`src/rtl/bit_population_pkg.sv`:
```
// rtl/bit_population_pkg.sv - shared types and LFSR step for the bit population generator
package bit_population_pkg;

  typedef enum logic [1:0] {IDLE, FILL, DONE} bpg_state_t;

  localparam logic [15:0] LFSR_MASK = 16'hB400;

  // Galois step, right shift, taps x^16+x^14+x^13+x^11+1
  function automatic logic [15:0] lfsr_next(input logic [15:0] s);
    return {1'b0, s[15:1]} ^ (s[0] ? LFSR_MASK : 16'h0000);
  endfunction

endpackage

```
`src/rtl/bit_population_generator_lfsr16.sv`:
```
// rtl/bit_population_generator_lfsr16.sv - 16-bit Galois LFSR with seed load on reset
module lfsr16
  import bit_population_pkg::*;
#(
  parameter logic [15:0] SEED = 16'hACE1
) (
  input  logic        clk_i,
  input  logic        srst_i,
  input  logic        en,
  output logic [15:0] lfsr
);

  always_ff @(posedge clk_i) begin
    if (!srst_i) begin
      lfsr <= SEED;
    end else if (en) begin
      lfsr <= lfsr_next(lfsr);
    end
  end

endmodule

```
`src/rtl/bit_population_generator.sv`:
```
// rtl/bit_population_generator.sv - emits a WIDTH-bit word with exactly min(n, WIDTH) bits set
module bit_population_generator
  import bit_population_pkg::*;
#(
  parameter int          WIDTH = 5,
  parameter logic [15:0] SEED  = 16'hACE1,
  localparam int         CW    = $clog2(WIDTH) + 2
) (
  input  logic             clk_i,
  input  logic             srst_i,
  input  logic [CW-1:0]    data_i,
  input  logic             data_val_i,
  output logic             ready_o,
  output logic [WIDTH-1:0] data_o,
  output logic             data_val_o,
  output logic             data_sat_o
);

  localparam int            IW       = (WIDTH > 1) ? $clog2(WIDTH) : 1;
  localparam logic [15:0]   SEED_EFF = (SEED == 16'h0000) ? 16'h0001 : SEED;
  localparam logic [CW-1:0] WIDTH_C  = CW'(WIDTH);

  bpg_state_t       state;
  logic [CW-1:0]    rem;
  logic             sat;
  logic [WIDTH-1:0] work;
  logic [WIDTH-1:0] pick;
  logic [15:0]      lfsr;
  logic             lfsr_en;
  logic [31:0]      p;
  logic [31:0]      s;
  logic             found;

  assign lfsr_en = (state == FILL);

  lfsr16 #(.SEED(SEED_EFF)) u_lfsr (
    .clk_i  (clk_i),
    .srst_i (srst_i),
    .en     (lfsr_en),
    .lfsr   (lfsr)
  );

  // Walk positions p, p+1, ... wrapping, and take the first free one
  always_comb begin
    p     = 32'(lfsr) % 32'(WIDTH);
    s     = '0;
    found = 1'b0;
    pick  = '0;
    for (int i = 0; i < WIDTH; i++) begin
      s = p + 32'(i);
      if (s >= 32'(WIDTH)) s = s - 32'(WIDTH);
      if (!found && !work[IW'(s)]) begin
        found          = 1'b1;
        pick[IW'(s)]   = 1'b1;
      end
    end
  end

  always_ff @(posedge clk_i) begin
    if (!srst_i) begin
      state      <= IDLE;
      rem        <= '0;
      sat        <= 1'b0;
      work       <= '0;
      data_o     <= '0;
      data_val_o <= 1'b0;
      data_sat_o <= 1'b0;
      ready_o    <= 1'b0;
    end else begin
      case (state)
        IDLE: begin
          data_val_o <= 1'b0;
          data_sat_o <= 1'b0;
          ready_o    <= 1'b1;
          if (data_val_i && ready_o) begin
            ready_o <= 1'b0;
            work    <= '0;
            sat     <= (data_i > WIDTH_C);
            rem     <= (data_i > WIDTH_C) ? WIDTH_C : data_i;
            if (data_i == '0) begin
              state      <= DONE;
              data_o     <= '0;
              data_val_o <= 1'b1;
              data_sat_o <= 1'b0;
            end else begin
              state <= FILL;
            end
          end
        end
        FILL: begin
          work <= work | pick;
          rem  <= rem - CW'(1);
          if (rem == CW'(1)) begin
            state      <= DONE;
            data_o     <= work | pick;
            data_val_o <= 1'b1;
            data_sat_o <= sat;
          end
        end
        DONE: begin
          data_val_o <= 1'b0;
          data_sat_o <= 1'b0;
          ready_o    <= 1'b1;
          state      <= IDLE;
        end
        default: begin
          state <= IDLE;
        end
      endcase
    end
  end

endmodule

```
`config.mk`:
```
export PLATFORM = sky130hd
export DESIGN_NAME = bit_population_generator
export DESIGN_NICKNAME = d
export VERILOG_FILES = /design/src/rtl/bit_population_pkg.sv /design/src/rtl/bit_population_generator_lfsr16.sv /design/src/rtl/bit_population_generator.sv
export SDC_FILE = /design/constraint.sdc
export NUM_CORES = 1
export LEC_CHECK = 0
export CORE_ASPECT_RATIO = 1.1
export CORE_MARGIN = 10
export CORE_UTILIZATION = 57
export DETAILED_ROUTE_END_ITERATION = 7
export PLACE_DENSITY = 0.73
export SLEW_MARGIN = 20
export SYNTH_ARGS = -nofsm -noshare
export SYNTH_HDL_FRONTEND = slang
export SYNTH_SLANG_ARGS = --single-unit
```
`constraint.sdc`:
```
create_clock -name clk_i -period 39.5 [get_ports clk_i]
set_input_delay 7.9 -clock clk_i [delete_from_list [all_inputs] [get_ports clk_i]]
set_output_delay 7.9 -clock clk_i [all_outputs]
set_load 0.05 [all_outputs]
```
==> results of run 1 <==
## worst min path at each step
| stage | endpoint | startpoint | slack [ns] | depth (start not counted) |
|---|---|---|---|---|
| 2_1_floorplan | sat$_SDFFE_PN0P_ | sat$_SDFFE_PN0P_ | 0.47 | 1 |
| 3_3_place_gp | data_o[0]$_SDFFE_PN0P_ | data_o[0]$_SDFFE_PN0P_ | 0.44 | 2 |
| 3_5_place_dp | data_o[2]$_SDFFE_PN0P_ | data_o[2]$_SDFFE_PN0P_ | 0.44 | 2 |
| 4_1_cts | data_o[3]$_SDFFE_PN0P_ | data_o[3]$_SDFFE_PN0P_ | 0.46 | 2 |
| 5_1_grt | data_o[2]$_SDFFE_PN0P_ | data_o[2]$_SDFFE_PN0P_ | 0.49 | 2 |
| 6_report | data_o[3]$_SDFFE_PN0P_ | data_o[3]$_SDFFE_PN0P_ | 0.46 | 2 |
## through the flow
| step | util [%] | worst slack, ns |
|---|---|---|
| 6_report | 59.5 | 21.20 |
| 5_1_grt | 59.5 | 19.72 |
| 4_1_cts | 59.5 | 21.50 |
| 3_5_place_dp | 58.5 | 21.56 |
| 3_3_place_gp | 58.5 | 21.94 |
| 2_1_floorplan | - | 24.59 |
## cells by family (layout without fill, tap and decap cells)
kind of cell	Yosys count	in the layout	synth area share (%)
simple gates	619	619	34.7
compound gates	456	456	35.1
buf+inv	114	77	6.23
xor+xnor	78	78	7.44
mux	55	55	6.19
flops	37	37	7.45
fa+ha+maj	24	24	2.92
## per-layer routing
layer	global-route usage, %	vias up
li1	-	5252
met2	45.1	435
met4	13.3	0
met3	1.50	123
met5	0	-
met1	29.5	4950
## cell usage in the layout (no fill, tap or decap), types with 11 or more instances in the layout
cell	Yosys	routed
sky130_fd_sc_hd__nand2_1	137	137
sky130_fd_sc_hd__nor2_1	126	126
sky130_fd_sc_hd__a21oi_1	83	83
sky130_fd_sc_hd__o21ai_0	56	56
sky130_fd_sc_hd__xnor2_1	56	56
sky130_fd_sc_hd__nand3_1	49	49
sky130_fd_sc_hd__nor3_1	46	46
sky130_fd_sc_hd__inv_1	44	44
sky130_fd_sc_hd__dfxtp_1	37	37
sky130_fd_sc_hd__mux2i_1	36	36
sky130_fd_sc_hd__nand4_1	31	31
sky130_fd_sc_hd__o211ai_1	26	26
sky130_fd_sc_hd__and3_1	24	24
sky130_fd_sc_hd__nor2b_1	23	23
sky130_fd_sc_hd__a31oi_1	22	22
sky130_fd_sc_hd__nand2b_1	21	21
sky130_fd_sc_hd__and2_1	21	21
sky130_fd_sc_hd__ha_1	20	20
sky130_fd_sc_hd__or3_1	19	19
sky130_fd_sc_hd__a21o_1	18	18
sky130_fd_sc_hd__o31ai_1	16	16
sky130_fd_sc_hd__xor2_1	16	16
sky130_fd_sc_hd__a211oi_1	15	15
sky130_fd_sc_hd__clkdlybuf4s50_1	0	15
sky130_fd_sc_hd__o22ai_1	14	14
sky130_fd_sc_hd__o21ai_1	14	14
sky130_fd_sc_hd__mux2_2	14	14
sky130_fd_sc_hd__a21boi_0	12	12
sky130_fd_sc_hd__a211o_1	12	12
sky130_fd_sc_hd__o2111ai_1	12	12
sky130_fd_sc_hd__nor4_1	11	11
sky130_fd_sc_hd__a221o_1	11	11
sky130_fd_sc_hd__or2_2	11	11
## area by class of cell
| class | instances | area (µm²) | share of cell area (%) |
|---|---|---|---|
| inverters | 49 | 184 | 1.81 |
| multi-input cells | 1232 | 8590 | 84.5 |
| clock inverters | 3 | 46.3 | 0.455 |
| clock buffers | 5 | 125 | 1.23 |
| repair buffers | 20 | 188 | 1.85 |
| flip-flops and latches | 37 | 741 | 7.29 |
| well taps | 234 | 293 | 2.88 |
## synth_stat cells, types with 16 or more instances
library cell	number	area [µm²]
sky130_fd_sc_hd__xnor2_1	56	490
sky130_fd_sc_hd__nand4_1	31	194
sky130_fd_sc_hd__a21oi_1	83	415
sky130_fd_sc_hd__dfxtp_1	37	741
sky130_fd_sc_hd__o21ai_0	56	280
sky130_fd_sc_hd__ha_1	20	250
sky130_fd_sc_hd__o31ai_1	16	120
sky130_fd_sc_hd__o211ai_1	26	195
sky130_fd_sc_hd__nor3_1	46	230
sky130_fd_sc_hd__or3_1	19	119
sky130_fd_sc_hd__nor2_1	126	473
sky130_fd_sc_hd__mux2i_1	36	360
sky130_fd_sc_hd__and3_1	24	150
sky130_fd_sc_hd__inv_1	44	165
sky130_fd_sc_hd__nor2b_1	23	144
sky130_fd_sc_hd__nand3_1	49	245
sky130_fd_sc_hd__a31oi_1	22	138
sky130_fd_sc_hd__and2_1	21	131
sky130_fd_sc_hd__xor2_1	16	140
sky130_fd_sc_hd__nand2_1	137	514
sky130_fd_sc_hd__nand2b_1	21	131
sky130_fd_sc_hd__a21o_1	18	135
sky130_fd_sc_hd__clkbuf_1	26	97.6
## sequential cells by signal, summed over array words and instances (netlist names)
register / flops
state: 2
work: 5
u_lfsr.lfsr: 16
data_o: 5
ready_o: 1
data_val_o: 1
sat: 1
data_sat_o: 1
rem: 5
## critical path, delay by kind of cell, from the launching register on
family / cells / cell delay, ns
multiplexers: 1 / 0.41
adder cells (fa/ha/maj): 3 / 1.26
AO/OA/AOI/OAI: 23 / 6.47
buffers and inverters: 2 / 0.49
flip-flops: 1 / 0.52
XOR/XNOR: 5 / 1.89
AND/OR/NAND/NOR: 20 / 7.06
==> key figures, run 1 <==
Critical path
  – Reg-to-reg critical path startpoint: u_lfsr.lfsr[14]$_SDFFE_PN0P_
  – Setup slack of the worst register-to-register path: 21.20 ns
  – Slowest cell on crit path: sky130_fd_sc_hd__nor4b_4
  – Reg2Reg Depth: 54
  – Kind of critical path: register to register
  – Setup crit start kind: register
  – Slowest cell delay on critical path: 0.81 ns
  – Setup crit start: u_lfsr.lfsr[14]$_SDFFE_PN0P_
  – Arrival time worst endpoint: 18.45 ns
  – End of the worst register-to-register path: data_o[0]$_SDFFE_PN0P_
  – Destination of the critical timing path: data_o[0]$_SDFFE_PN0P_
  – Crit path capture type: register
  – Required time worst endpoint: 39.65 ns
  – Maximum fanout count along the critical path: 20

Detailed routing
  – Number of nets with antenna violations after routing: 0
  – Number of vias after detailed routing: 10.8k
  – Length of routed met3 wiring: 1370 µm
  – Sum of met2 wire segment lengths after detailed routing: 15000 µm
  – Routed wire length: 30600 µm
  – DR pass1 iterations: 6
  – Initial detailed-routing violation count: 797
  – Top layer reached by signal wires: met4
  – Vias per cell: 6.81
  – Final routed wire length divided by cell count: 19.3 µm
  – Routed length on met1: 12700 µm
  – Number of design rule violations left after detail routing: 0

Synth
  – Flip-flop and latch count after synthesis: 37
  – Warnings from Yosys: 0
  – Number of unique standard cell types used by synthesis: 132
  – Netlist area before placement: 0.00994 mm²
  – Async set or reset register ratio after synthesis: 0%
  – Number of synthesized flops with an enable pin: 0
  – Synthesized netlist net count: 1411
  – Mean area per synthesized cell: 7.19 µm²
  – Fraction of the yosys area taken by sequential cells: 7.45%
  – Most used flip-flop cell after synthesis: sky130_fd_sc_hd__dfxtp_1
  – Synthesized instance count: 1383

Floorplanning
  – Starting Density: 58.2%
  – Die extent in x: 146 µm
  – Number of rows created at floorplan: 50
  – Core area: 0.0171 mm²
  – Y dimension of the die: 159 µm
  – Area of the die: 0.0231 mm²
  – Ports placed on the boundary: 16

STA
  – Unrepaired setup endpoints after global routing: false
  – Transition time of the tightest slew-check pin: 1.06 ns
  – Fin Clk Skew: 0.00767 ns
  – Max Fclk: 54.7 MHz
  – Post-Route Hold Slack: 0.455 ns
  – Fin crit share: 46.3%
  – Max Slew Vio Count: 0
  – Accumulated negative setup slack: 0 ns
  – Relative slew margins: 28.8%
  – Final hold violation count: 0
  – Final critical delay including setup and external delays: 18.30 ns
  – Number of failing setup endpoints in the final timing report: 0

Final layout
  – Nets: 1373
  – Number of antenna repair diodes: 0
  – Design area: 0.0102 mm²
  – Number of filler instances in the final layout: 1677
  – Fraction of layout cells with a size suffix above 1: 9.88%
  – Layout-stage area growth over the synthesis result: 2.23%
  – Count of non-filler cells in the finished layout: 1580

Clocking
  – Post-CTS setup buffers: 0
  – Worst skew pair latency: 0.28 ns
  – Number of clock sinks seen by CTS: 37
  – H-tree depth: 2
  – Buffer type at the clock tree root: sky130_fd_sc_hd__clkbuf_16
  – CTS hold repair buffers: 0
  – Reg clk slew, reported paths: 0.06 ns
  – TritonCTS clock tree: done
  – Maximum clock path buffer count: 2
  – Post-cts sizing count: 0
  – Number of buffers created by CTS: 5

Global route
  – Vias in the first global route: 10.0k
  – Pin count of the biggest net entering global routing: 37
  – First-pass GRT wire length: 50000 µm
  – Number of antenna violations at the first check in global routing: 0
  – Total grt overflow: 0
  – GR Util All Layers: 25.0%

Placement
  – Buffers on Ports: 15
  – DP HPWL: 23700 µm
  – Total placed instance area: 0.00999 mm²
  – Post-placement cell count: 1572
  – GP Congestion: 1.05

Min path
  – Worst min-delay path category: register to register

Run
  – Max-cap violations: 0

Outcome
  – Run status: completed
Power of run 1 is not shown: default switching activity piles up to over one toggle a cycle in this logic, so the estimate is an artifact.
==> inputs of run 2 (changes only) <==
clock period = 17.05 ns   (was 39.5 ns; I/O delays follow)
==> key figures, run 2 (synthesis results as in run 1) <==
Detailed routing
  – Initial detailed-routing violation count: 898 (+13%)
  – Number of design rule violations left after detail routing: 0 (unchanged)
  – Routed wire length: 31200 µm (+2.0%)
  – DR pass1 iterations: 5 (-1)
  – Number of vias after detailed routing: 11.1k (+3.0%)
  – Final routed wire length divided by cell count: 19.2 µm (-0.72%)
  – Vias per cell: 6.82 (+0.19%)
  – Number of nets with antenna violations after routing: 0 (unchanged)

Critical path
  – Kind of critical path: register to register
  – Slowest cell delay on critical path: 0.54 ns (-0.27 ns)
  – Crit path capture type: register
  – Slowest cell on crit path: sky130_fd_sc_hd__or4b_4
  – Setup slack of the worst register-to-register path: 0.98 ns (-20.22 ns)
  – Arrival time worst endpoint: 16.22 ns (-2.23 ns)
  – Setup crit start kind: register
  – Maximum fanout count along the critical path: 18 (-10%)
  – Required time worst endpoint: 17.20 ns (-22.45 ns)

Clocking
  – Maximum clock path buffer count: 2 (unchanged)
  – H-tree depth: 2 (unchanged)
  – CTS hold repair buffers: 0 (unchanged)
  – Reg clk slew, reported paths: 0.06 ns (about the same)
  – Number of clock sinks seen by CTS: 37 (unchanged)
  – Number of buffers created by CTS: 5 (unchanged)
  – TritonCTS clock tree: done
  – Buffer type at the clock tree root: sky130_fd_sc_hd__clkbuf_16
  – Worst skew pair latency: 0.28 ns (about the same)

Global route
  – Number of antenna violations at the first check in global routing: 0 (unchanged)
  – Pin count of the biggest net entering global routing: 37 (unchanged)
  – Total grt overflow: 0 (unchanged)
  – First-pass GRT wire length: 49900 µm (-0.15%)
  – Vias in the first global route: 10.1k (+0.83%)
  – GR Util All Layers: 25.0% (-0.087 points)

Placement
  – DP HPWL: 24100 µm (+1.4%)
  – GP Congestion: 1.03 (-2.2%)
  – Buffers on Ports: 15 (unchanged)
  – Total placed instance area: 0.0102 mm² (+1.7%)

STA
  – Fin Clk Skew: 0.00366 ns (-0.00401 ns)
  – Transition time of the tightest slew-check pin: 0.843 ns (-0.219 ns)
  – Final hold violation count: 0 (unchanged)
  – Max Fclk: 62.2 MHz (+14%)
  – Relative slew margins: 43.0% (+14 points)
  – Accumulated negative setup slack: 0 ns (unchanged)
  – Post-Route Hold Slack: 0.465 ns (+0.00933 ns)
  – Final critical delay including setup and external delays: 16.07 ns (-2.23 ns)
  – Number of failing setup endpoints in the final timing report: 0 (unchanged)
  – Fin crit share: 94.3% (+48 points)
  – Max Slew Vio Count: 0 (unchanged)

Final layout
  – Number of antenna repair diodes: 0 (unchanged)
  – Core utilization of the finished layout: 62.0% (+2.5 points)
  – Commonest non-fill, non-tap cell in the layout: sky130_fd_sc_hd__nand2_1
  – Fraction of layout cells with a size suffix above 1: 13.7% (+3.9 points)
  – Number of filler instances in the final layout: 1616 (-3.6%)
  – Layout-stage area growth over the synthesis result: 6.53%
  – Design area: 0.0106 mm² (+4.2%)
  – Max reg flops: 16 (unchanged)
  – Nets: 1417 (+3.2%)
  – Most frequent cells in the layout: sky130_fd_sc_hd__nand2_1, sky130_fd_sc_hd__nor2_1, sky130_fd_sc_hd__a21oi_1, sky130_fd_sc_hd__o21ai_0, sky130_fd_sc_hd__xnor2_1
  – Register with the most flip-flops: u_lfsr.lfsr

Floorplanning
  – Starting Density: 58.2% (unchanged)
  – Area of the die: 0.0231 mm² (unchanged)
  – Core area: 0.0171 mm² (unchanged)
  – Ports placed on the boundary: 16 (unchanged)
  – Number of rows created at floorplan: 50 (unchanged)
  – Die extent in x: 146 µm (unchanged)
  – Y dimension of the die: 159 µm (unchanged)

Run
  – Max-cap violations: 0 (unchanged)

Outcome
  – Run status: completed

Min path
  – Worst min-delay path category: register to register
-- run 2: changes by cell type in the layout (fill, tap and decap cells not counted), moves of 2 or more --
cell / previous run / this run
sky130_fd_sc_hd__buf_4: 5 / 49
sky130_fd_sc_hd__nor3_1: 46 / 44
sky130_fd_sc_hd__nor3_4: 1 / 3
sky130_fd_sc_hd__xnor2_1: 56 / 54
sky130_fd_sc_hd__xnor2_2: 5 / 7
-- run 2: area by class of cell --
type	instances	area [µm²]	area share, %
flip-flops and latches	37	741	6.99
multi-input cells	1232	8710	82.2
repair buffers	64	518	4.89
well taps	234	293	2.76
clock buffers	5	125	1.18
clock inverters	3	25.0	0.236
inverters	49	184	1.74
-- run 2: worst paths after layout --
kind | from | endpoint | cells past startpoint
min | data_o[4]$_SDFFE_PN0P_ | data_o[4]$_SDFFE_PN0P_ | 2
min reg2reg | data_o[4]$_SDFFE_PN0P_ | data_o[4]$_SDFFE_PN0P_ | 2
max | u_lfsr.lfsr[13]$_SDFFE_PN1P_ | data_o[0]$_SDFFE_PN0P_ | 57
max reg2reg | u_lfsr.lfsr[13]$_SDFFE_PN1P_ | data_o[0]$_SDFFE_PN0P_ | 57
-- run 2: timing repair --
action	CTS	global route
resized for setup	0	23
endpoints found under the setup margin	0	10
buffers inserted	0	21
-- run 2: metal layers --
layer	vias to the layer above	global-route usage, %	share of wire [%]
li1	5319	-	-
met1	5184	29.4	41
met2	452	44.5	48
met3	126	2.07	5.0
met4	0	13.2	5.3
met5	-	0	0
-- run 2: through the flow --
step	std cells	worst slack (ns)
2_1_floorplan	1383	2.14
3_3_place_gp	1595	0.455
3_5_place_dp	1595	0.167
4_1_cts	1603	0.0967
5_1_grt	1624	-0.0203
6_report	1624	0.978
-- run 2: critical path, delay by kind of cell (launching register included) --
| family | cells | cell delay [ns] |
|---|---|---|
| XOR/XNOR | 2 | 0.40 |
| AO/OA/AOI/OAI | 24 | 6.70 |
| multiplexers | 2 | 0.60 |
| buffers and inverters | 3 | 0.55 |
| adder cells (fa/ha/maj) | 3 | 1.09 |
| AND/OR/NAND/NOR | 23 | 6.25 |
| flip-flops | 1 | 0.33 |
Power of run 2 is left out for the same reason.
